File: src/rtl/retx_req_sched.sv
// MoldUDP64 retransmission request scheduler: queues gap reports from the miss detector and a retry path,
// then splits each gap into request-sized chunks. Optional macro RETX_RATE_LIMIT_EN adds an idle gap after each request.
module retx_req_sched #(
  parameter int unsigned SID_W                   = 80,
  parameter int unsigned SEQ_NUM_W               = 64,
  parameter int unsigned ML_W                    = 16,
  parameter logic [ML_W-1:0] REQ_CNT_MAX         = 16'hFFFF,
  parameter int unsigned FIFO_D                  = 4,
  parameter int unsigned GAP_CYC_W               = 16
) (
  input  logic                 clk,
  input  logic                 reset,
  input  logic                 miss_v_i,
  input  logic [SID_W-1:0]     miss_sid_i,
  input  logic [SEQ_NUM_W-1:0] miss_start_i,
  input  logic [SEQ_NUM_W-1:0] miss_cnt_i,
  input  logic                 retry_v_i,
  output logic                 retry_ready_o,
  input  logic [SID_W-1:0]     retry_sid_i,
  input  logic [SEQ_NUM_W-1:0] retry_start_i,
  input  logic [SEQ_NUM_W-1:0] retry_cnt_i,
  output logic                 req_v_o,
  input  logic                 req_ready_i,
  output logic [SID_W-1:0]     req_sid_o,
  output logic [SEQ_NUM_W-1:0] req_seq_o,
  output logic [ML_W-1:0]      req_cnt_o,
  output logic                 busy_o,
  output logic                 ovf_o
`ifdef RETX_RATE_LIMIT_EN
  ,
  input  logic [GAP_CYC_W-1:0] gap_cyc_i
`endif
);

  localparam int unsigned AW    = $clog2(FIFO_D);
  localparam int unsigned CW    = AW + 1;
  localparam int unsigned ENT_W = SID_W + 2 * SEQ_NUM_W;

  localparam logic [1:0] ST_IDLE = 2'd0;
  localparam logic [1:0] ST_SEND = 2'd1;
  localparam logic [1:0] ST_WAIT = 2'd2;

  // Gap queue
  logic [ENT_W-1:0] mem_q [FIFO_D];
  logic [AW-1:0]    wr_ptr_q, rd_ptr_q;
  logic [CW-1:0]    cnt_q;
  logic             ovf_q;
  logic             full, empty;
  logic             push_miss, push_retry, push, pop;
  logic [ENT_W-1:0] wdata, rdata;

  assign full  = (cnt_q == CW'(FIFO_D));
  assign empty = (cnt_q == '0);

  assign retry_ready_o = ~full & ~miss_v_i;
  // Zero-length reports are handshaken but never occupy a slot.
  assign push_miss  = miss_v_i & ~full & (miss_cnt_i != '0);
  assign push_retry = retry_v_i & retry_ready_o & (retry_cnt_i != '0);
  assign push       = push_miss | push_retry;
  assign wdata      = push_miss ? {miss_sid_i, miss_start_i, miss_cnt_i}
                                : {retry_sid_i, retry_start_i, retry_cnt_i};
  assign rdata      = mem_q[rd_ptr_q];

  // Working registers and FSM
  logic [1:0]           state_q, state_d;
  logic [SID_W-1:0]     sid_q, sid_d;
  logic [SEQ_NUM_W-1:0] seq_q, seq_d;
  logic [SEQ_NUM_W-1:0] rem_q, rem_d;
  logic [ML_W-1:0]      chunk;
  logic [SEQ_NUM_W-1:0] rem_after;
`ifdef RETX_RATE_LIMIT_EN
  logic [GAP_CYC_W-1:0] gap_q, gap_d;
`endif

  assign pop       = (state_q == ST_IDLE) & ~empty;
  assign chunk     = (rem_q > SEQ_NUM_W'(REQ_CNT_MAX)) ? REQ_CNT_MAX : rem_q[ML_W-1:0];
  assign rem_after = rem_q - SEQ_NUM_W'(chunk);

  // NOTE: every signal assigned here gets a default first, so no path can infer a latch.
  always_comb begin
    state_d = state_q;
    sid_d   = sid_q;
    seq_d   = seq_q;
    rem_d   = rem_q;
`ifdef RETX_RATE_LIMIT_EN
    gap_d   = gap_q;
`endif
    case (state_q)
      ST_IDLE: begin
        if (pop) begin
          sid_d   = rdata[ENT_W-1 -: SID_W];
          seq_d   = rdata[2*SEQ_NUM_W-1 -: SEQ_NUM_W];
          rem_d   = rdata[SEQ_NUM_W-1:0];
          state_d = ST_SEND;
        end
      end
      ST_SEND: begin
        if (req_ready_i) begin
          seq_d   = seq_q + SEQ_NUM_W'(chunk);
          rem_d   = rem_after;
          state_d = (rem_after == '0) ? ST_IDLE : ST_SEND;
`ifdef RETX_RATE_LIMIT_EN
          if (gap_cyc_i != '0) begin
            gap_d   = gap_cyc_i;
            state_d = ST_WAIT;
          end
`endif
        end
      end
`ifdef RETX_RATE_LIMIT_EN
      ST_WAIT: begin
        if (gap_q <= GAP_CYC_W'(1)) begin
          gap_d   = '0;
          state_d = (rem_q != '0) ? ST_SEND : ST_IDLE;
        end else begin
          gap_d = gap_q - GAP_CYC_W'(1);
        end
      end
`endif
      default: state_d = ST_IDLE;
    endcase
  end

  // NOTE: state registers use non-blocking assignments so every flop samples pre-edge values.
  always_ff @(posedge clk) begin
    if (reset) begin
      state_q  <= ST_IDLE;
      sid_q    <= '0;
      seq_q    <= '0;
      rem_q    <= '0;
      wr_ptr_q <= '0;
      rd_ptr_q <= '0;
      cnt_q    <= '0;
      ovf_q    <= 1'b0;
`ifdef RETX_RATE_LIMIT_EN
      gap_q    <= '0;
`endif
    end else begin
      state_q <= state_d;
      sid_q   <= sid_d;
      seq_q   <= seq_d;
      rem_q   <= rem_d;
`ifdef RETX_RATE_LIMIT_EN
      gap_q   <= gap_d;
`endif
      if (push) wr_ptr_q <= wr_ptr_q + AW'(1);
      if (pop)  rd_ptr_q <= rd_ptr_q + AW'(1);
      cnt_q <= cnt_q + CW'(push) - CW'(pop);
      if (miss_v_i & full) ovf_q <= 1'b1;
    end
  end

  // NOTE: queue storage is not reset; the pointers and count alone define which slots are valid.
  always_ff @(posedge clk) begin
    if (push) mem_q[wr_ptr_q] <= wdata;
  end

  assign req_v_o   = (state_q == ST_SEND);
  assign req_sid_o = sid_q;
  assign req_seq_o = seq_q;
  assign req_cnt_o = chunk;
  assign busy_o    = (state_q != ST_IDLE) | ~empty;
  assign ovf_o     = ovf_q;

endmodule

File: config.mk
export PLATFORM = sky130hd
export DESIGN_NAME = retx_req_sched
export DESIGN_NICKNAME = d
export VERILOG_FILES = /design/src/rtl/retx_req_sched.sv
export SDC_FILE = /design/constraint.sdc
export NUM_CORES = 1
export LEC_CHECK = 0
export CORE_ASPECT_RATIO = 0.5
export CORE_MARGIN = 2
export CORE_UTILIZATION = 50
export DETAILED_ROUTE_END_ITERATION = 12
export GPL_ROUTABILITY_DRIVEN = 0
export PLACE_DENSITY = 0.73
export SYNTH_ARGS = -nofsm -noshare
export SYNTH_HDL_FRONTEND = slang
export SYNTH_SLANG_ARGS = --single-unit
File: constraint.sdc
create_clock -name clk -period 8.2 [get_ports clk]
set_clock_uncertainty 0.15 [all_clocks]
set_input_delay 1.23 -clock clk [delete_from_list [all_inputs] [get_ports clk]]
set_output_delay 1.23 -clock clk [all_outputs]
set_load 0.1 [all_outputs]
# Word level (Yosys, flattened, before mapping)

Memory sizes are Yosys's and may differ from the RTL's. A register that Yosys moved wholly into a read port is not among the register bits.
Index checks and enable logic that the tools add are counted.

Register bits after elaboration: 218
Latch bits: 0
RAM bits: 832
Bits in read-only memories: 0
Output and inout port bits: 164
Word-level logic and storage cells: 58
Memories: 1

Add/sub/neg operators: 6
$mul: 0
Divide/modulo/power cells: 0
Magnitude comparators: 1
Equality and inequality tests: 4
Shift-type cells: 0
Multiplexer cells: 16
Bitwise gates (word level): 12
Reduce and logical (&&, ||, !) cells: 10

Memory list:

| name  | depth | bits a word | rd ports | clocked after Yosys merged registers in | write ports | RTL line | text |
|---|---|---|---|---|---|---|---|
| mem_q | 4     | 208         | 1        | 1                                       | 1           | 44       | `logic [ENT_W-1:0] mem_q [FIFO_D];` |

Operator list:

| kind                   | count |
|---|---|
| $mux W64               | 4 |
| $pmux W64 S2           | 2 |
| $mux W208              | 1 |
| $reduce_bool A64 Y1    | 2 |
| $add A64 B16 Y64       | 1 |
| $gt A64 B16 Y1 const B | 1 |
| $logic_not A64 Y1      | 1 |
| $sub A64 B16 Y64       | 1 |
| $mux W16               | 1 |
| $mux W2                | 4 |
| $and A1 B1 Y1          | 7 |
| $add A2 B1 Y2 const B  | 2 |
| $pmux W2 S2            | 1 |
| $reduce_and A2 Y1      | 2 |
| $reduce_bool A2 Y1     | 2 |
| $add A3 B1 Y3          | 1 |
| $eq A3 B3 Y1 const B   | 1 |
| $logic_not A3 Y1       | 1 |
| $mux W1                | 3 |
| $not A1 Y1             | 3 |
| $reduce_and A3 Y1      | 1 |
| $sub A3 B1 Y3          | 1 |
| $eq A2 B1 Y1 const B   | 1 |
| $logic_not A2 Y1       | 1 |
| other kinds (3)        | 4 |

# Depth between registers and ports, before layout

Depth after elaboration: 8
Depth in mapped cells: 22
Mapped depth without buffers: 15

# Worst setup path after synthesis

OpenSTA, ideal clock, no wires.

Path type: input -> register
Start: in miss_v_i
End: mem mem_q[0][0] (netlist bit) (enable)
Arrival: 7,704 ps
Required time: 7,455 ps
Path slack: -249 ps
Stages: 3
Cells stage by stage: nor2_1 -> a31o_2 -> and2_1

Word-level cells in the longest chain between the ends: 7
Elaborated cells between the ends (all ways): 9
Classes of those cells: 2 x mux; 7 x bitwise

RTL lines:

| element                           | RTL line | text |
|---|---|---|
| from (decl)                       | 13       | `input logic miss_v_i,` |
| $not A1 Y1                        | 55       | `assign retry_ready_o = ~full & ~miss_v_i;` |
| $and A1 B1 Y1                     | 55       |  |
| $and A1 B1 Y1 (2 in series)       | 58       | `assign push_retry = retry_v_i & retry_ready_o & (retry_cnt_i != '0);` |
| $or A1 B1 Y1 (*)                  | 59       | `assign push = push_miss \| push_retry;` |
| $mux W1 (*)                       | 155      | `if (push) mem_q[wr_ptr_q] <= wdata;` |
| $mux W1 (implied by the code) (*) | 155      |  |
| to (decl)                         | 44       |  |

Every way passes the cells marked *; elsewhere a longest branch is shown, timed or not.

# Worst setup path after layout

Start: reg rem_q[16]
End: reg seq_q[38], in the netlist req_seq_o[38]

Word-level cells in the longest chain between the ends: 5

RTL lines:

| element                | RTL line | text |
|---|---|---|
| from (decl)            | 68       | `logic [SEQ_NUM_W-1:0] rem_q, rem_d;` |
| from (signal assigned) | 142      | `rem_q <= rem_d;` |
| $gt A64 B16 Y1         | 76       | `assign chunk = (rem_q > SEQ_NUM_W'(REQ_CNT_MAX)) ? REQ_CNT_MAX : rem_q[ML_W-1:0];` |
| $mux W16               | 76       |  |
| $add A64 B16 Y64       | 99       | `seq_d = seq_q + SEQ_NUM_W'(chunk);` |
| $mux W64               | 98       | `if (req_ready_i) begin` |
| $pmux W64 S2           | 88       | `case (state_q)` |
| to (signal assigned)   | 141      | `seq_q <= seq_d;` |
| to (decl)              | 67       | `logic [SEQ_NUM_W-1:0] seq_q, seq_d;` |

Every way passes these cells. The select of a mux whose other input is x is not followed.
A chain may end at the register's enable or synchronous reset.

==> results.txt <==
The violation count after the first detailed-route iteration is 3,920. By startpoint and endpoint, the worst setup path is classified as reg -> reg. The critical path goes through or4_4 -> or3_4 -> or4_4 -> or3_1 -> ha_1 -> fa_1 -> a21o_1 -> a21oi_1 -> o21bai_1 -> a2111o_1 -> a31oi_1 -> o21bai_1 -> a21oi_1 -> o311ai_0 -> o211ai_1. The area added between synthesis and finish came out at 22.1%. Buffers inserted during clock tree synthesis total between 90 and 100. The top fanout value on the critical path came out at 35. STA classifies the critical path startpoint as a flip-flop. The maximum count of clock buffers along a single path came out at 3. The via-per-instance ratio is about 6.

The net load switching power came out at 8.77 mW. The count of pins on the block boundary came out at between 500 and 600. The total congestion overflow after global routing is 0.

The required time at the endpoint of the critical path is 8.67 ns. The met2 wirelength from detailed routing came out at 61.1 mm. The number of enable-type register cells in the synthesized netlist is approximately 830. The count of endpoints failing hold in the final timing report came out at 0. The area of the core is around 90,000 um2. The maximum number of pins on one net before global-route repair is ~90. The number of rows created at floorplan came out at 78. The detailed router used layers up to and including met4. The hold buffer count at cts is 0. The initial core utilization is approximately half. The internal power of the cells is 12.5 mW.

The highest clock rate is about 160 MHz. The x dimension of the die is ~430 um. The root buffer cell chosen for the clock tree is clkbuf_16. The slowest stage of the critical path belongs to the cell a21oi_1. Each instance of the synthesized netlist takes up on average ~15 um2. The number of flip-flops and latches in the synthesized netlist is 1,051. The count of antenna-violating nets left after detailed routing is 0. The max-slew violation count came out at 0.

The length of the first detailed-routing pass in iterations is 8. The critical path buffer and inverter count is 0. STA classifies the critical path endpoint as a flip-flop. The worst supply voltage drop on vdd is ~0.00025 V.

The most common library cell in the layout ignoring fill and taps is edfxtp_1. The combinational share of power came out at around two fifths. For this run, the leading register cell type out of synthesis is edfxtp_1. After clock tree synthesis, the clock-pin slew on the worst setup and hold paths is approximately 0.07 ns.

After detailed routing, the average wire length per cell comes to between 20 and 30 um. The wire length on met1 came out at roughly 50 mm. At the later pin of the worst-skew pair, clock insertion delay measures approximately 0.7 ns. The detailed-routed wire length on met3 is a little under 10 mm. The number of nets handed over by synthesis was 3,566. The run finished with clean final reports.

At the worst endpoint, the arrival time is 6.80 ns. The initial antenna violation count is 0. The via count of the first global-routing pass came out at approximately 29,000. At the placement stage, the worst setup path has a slack of slightly above 2 ns.

Summing the sequential cell areas from Yosys gives 64.2% of the chip area. The hold slack came out at between 0.3 and 0.4 ns. The headroom to the max-slew limit came out at about a fifth. The global-route wire length before repair is between 150 and 200 mm. The worst hold-check path type is reg -> reg. Of the total power, the clock network draws roughly a fifth. The placed wire-length estimate came out at between 80 and 90 mm. The global-route total usage across every layer is 26.2%. The routed layout has about 30,000 vias. In this run the static leakage power is about 18 nW. The number of nets in the finished design came out at ~4,000. Counting distinct cell types in the post-synthesis netlist gives ~90.

The synthesis warning total is 0. The height of the die is between 200 and 250 um. The share of the clock period used by the worst path after layout came out at between 70% and 80%.

The final wirelength came out at roughly 120 mm. 0 antenna diodes ended up in the layout. In this run the power density over the cells is about 380 nW/um2. The transition time at the pin with the least slew margin came out at between 1 and 1.5 ns. Leaving out fill and tap cells, the most frequent cells in the layout are 832 x edfxtp_1, 583 x clkdlybuf4s50_1, 310 x nand2_1. The count of port buffers added during placement came out at ~580. Cells with a size suffix above 1 make up between 10% and 20% of the layout.

The mapped netlist covers between 40,000 and 50,000 um2. The post-detailed-route DRC marker count came out at 0. On the worst path, the slowest cell contributes a delay of roughly 0.86 ns.

The switching part of the total power came out at between 40% and 50%. The share of async-settable or async-resettable flops after synthesis is 0%. The number of maximum-capacitance violations is 0. Setup repair after global routing left no endpoint under its margin. The number of fill cells in the layout is ~6,700. The clock sink total came out at about 1,100.

The final worst-path setup slack is approximately 1.9 ns. The final-layout setup total negative slack came out at 0 ns. The cell area after placement came out at about 53,000 um2. TritonCTS built the clock tree.

The post-CTS setup-driven buffer insertion count is 0. The final number of setup-violating endpoints is 0. The number of resized instances in the post-cts repair step came out at 0. The area of the die came out at between 90,000 and 100,000 um2. The post-route minimum period came out at between 6 and 7 ns. The cell family contributing the most delay on the critical path is compound AO/OA/AOI/OAI gates.

CTS built an H-tree with a depth of 3. Counting every instance in the synthesized netlist gives between 3,000 and 4,000. The final design instance area without fill came out at approximately 56,000 um2. Per report_power, the sequential group accounts for 37.3% of the total.
## worst min-delay path, delay by kind of cell (launching register included)
family           cells  cell delay (ns)
AO/OA/AOI/OAI        1             0.05
flip-flops           1             0.31
AND/OR/NAND/NOR      1             0.05
## layer usage
metal	global-route usage, %	up-vias
met3	4.97	234
met2	43.0	1331
met5	0	-
met4	7.10	0
met1	35.9	15300
li1	-	13400
## cells in the mapped netlist (47+ instances only)
library cell  number  area [um2]
nand3_1           59         295
clkbuf_1         171         642
mux4_2           208        4680
mux2_2           215        2420
o21ai_0           48         240
nor4_1            61         382
a21oi_1          153         766
dfxtp_1          219        4380
nor3_1            47         235
edfxtp_1         832       25000
nor2_1           152         571
nand2_1          311        1170
## cells by family after synthesis
logic type                 share of synthesized area (%)
muxes                                               16.4
buffers and inverters                               2.02
and+or+nand+nor                                     9.00
DFF                                                 64.2
adders and majority gates                          0.717
xor gates and xnor gates                           0.823
AOI/OAI and AO/OA                                   6.80
## layout make-up
cell class | instances | area, um2 | area share (%)
clock buffer | 130 | 2570 | 4.61
sequential | 1051 | 29400 | 52.6
multi-input combinational | 1835 | 15500 | 27.7
timing repair buffer | 627 | 6230 | 11.2
clock inverter | 41 | 597 | 1.07
tap | 1200 | 1500 | 2.69
inverter | 24 | 95.1 | 0.170
## sequential cells by signal (all words and copies together), names as in the netlist, named ones only
name,cells
state_q,1
ovf_o,1
rd_ptr_q,2
rem_q,64
req_seq_o,64
cnt_q,3
wr_ptr_q,2
mem_q,832
req_sid_o,80
## power groups by stage
| stage | clock [mW] | combinational (mW) | sequential, mW |
|---|---|---|---|
| 2_1_floorplan | 0 | 4.34 | 9.79 |
| 3_3_place_gp | 0 | 8.67 | 7.94 |
| 3_5_place_dp | 0 | 8.74 | 8.01 |
| 4_1_cts | 4.56 | 8.79 | 7.91 |
| 5_1_grt | 4.78 | 9.30 | 8.05 |
| 6_report | 4.50 | 8.81 | 7.93 |
## worst paths after layout
path | startpoint | endpoint | slack, ns | depth (start not counted)
worst max register to register | rem_q[16] | req_seq_o[38] | 1.86 | 15
worst max-delay path | rem_q[16] | req_seq_o[38] | 1.86 | 15
worst min register to register | req_sid_o[64] | req_sid_o[64] | 0.30 | 2
worst min-delay path | req_sid_o[64] | req_sid_o[64] | 0.30 | 2
## stage by stage
step | power [mW] | utilization (%) | std cells
2_1_floorplan | 14.1 | - | 3120
3_3_place_gp | 16.6 | 58.1 | 4737
3_5_place_dp | 16.8 | 58.1 | 4737
4_1_cts | 21.3 | 61.6 | 4908
5_1_grt | 22.1 | 61.6 | 4908
6_report | 21.2 | 61.6 | 4908
Power figures use the tool's default switching activity.
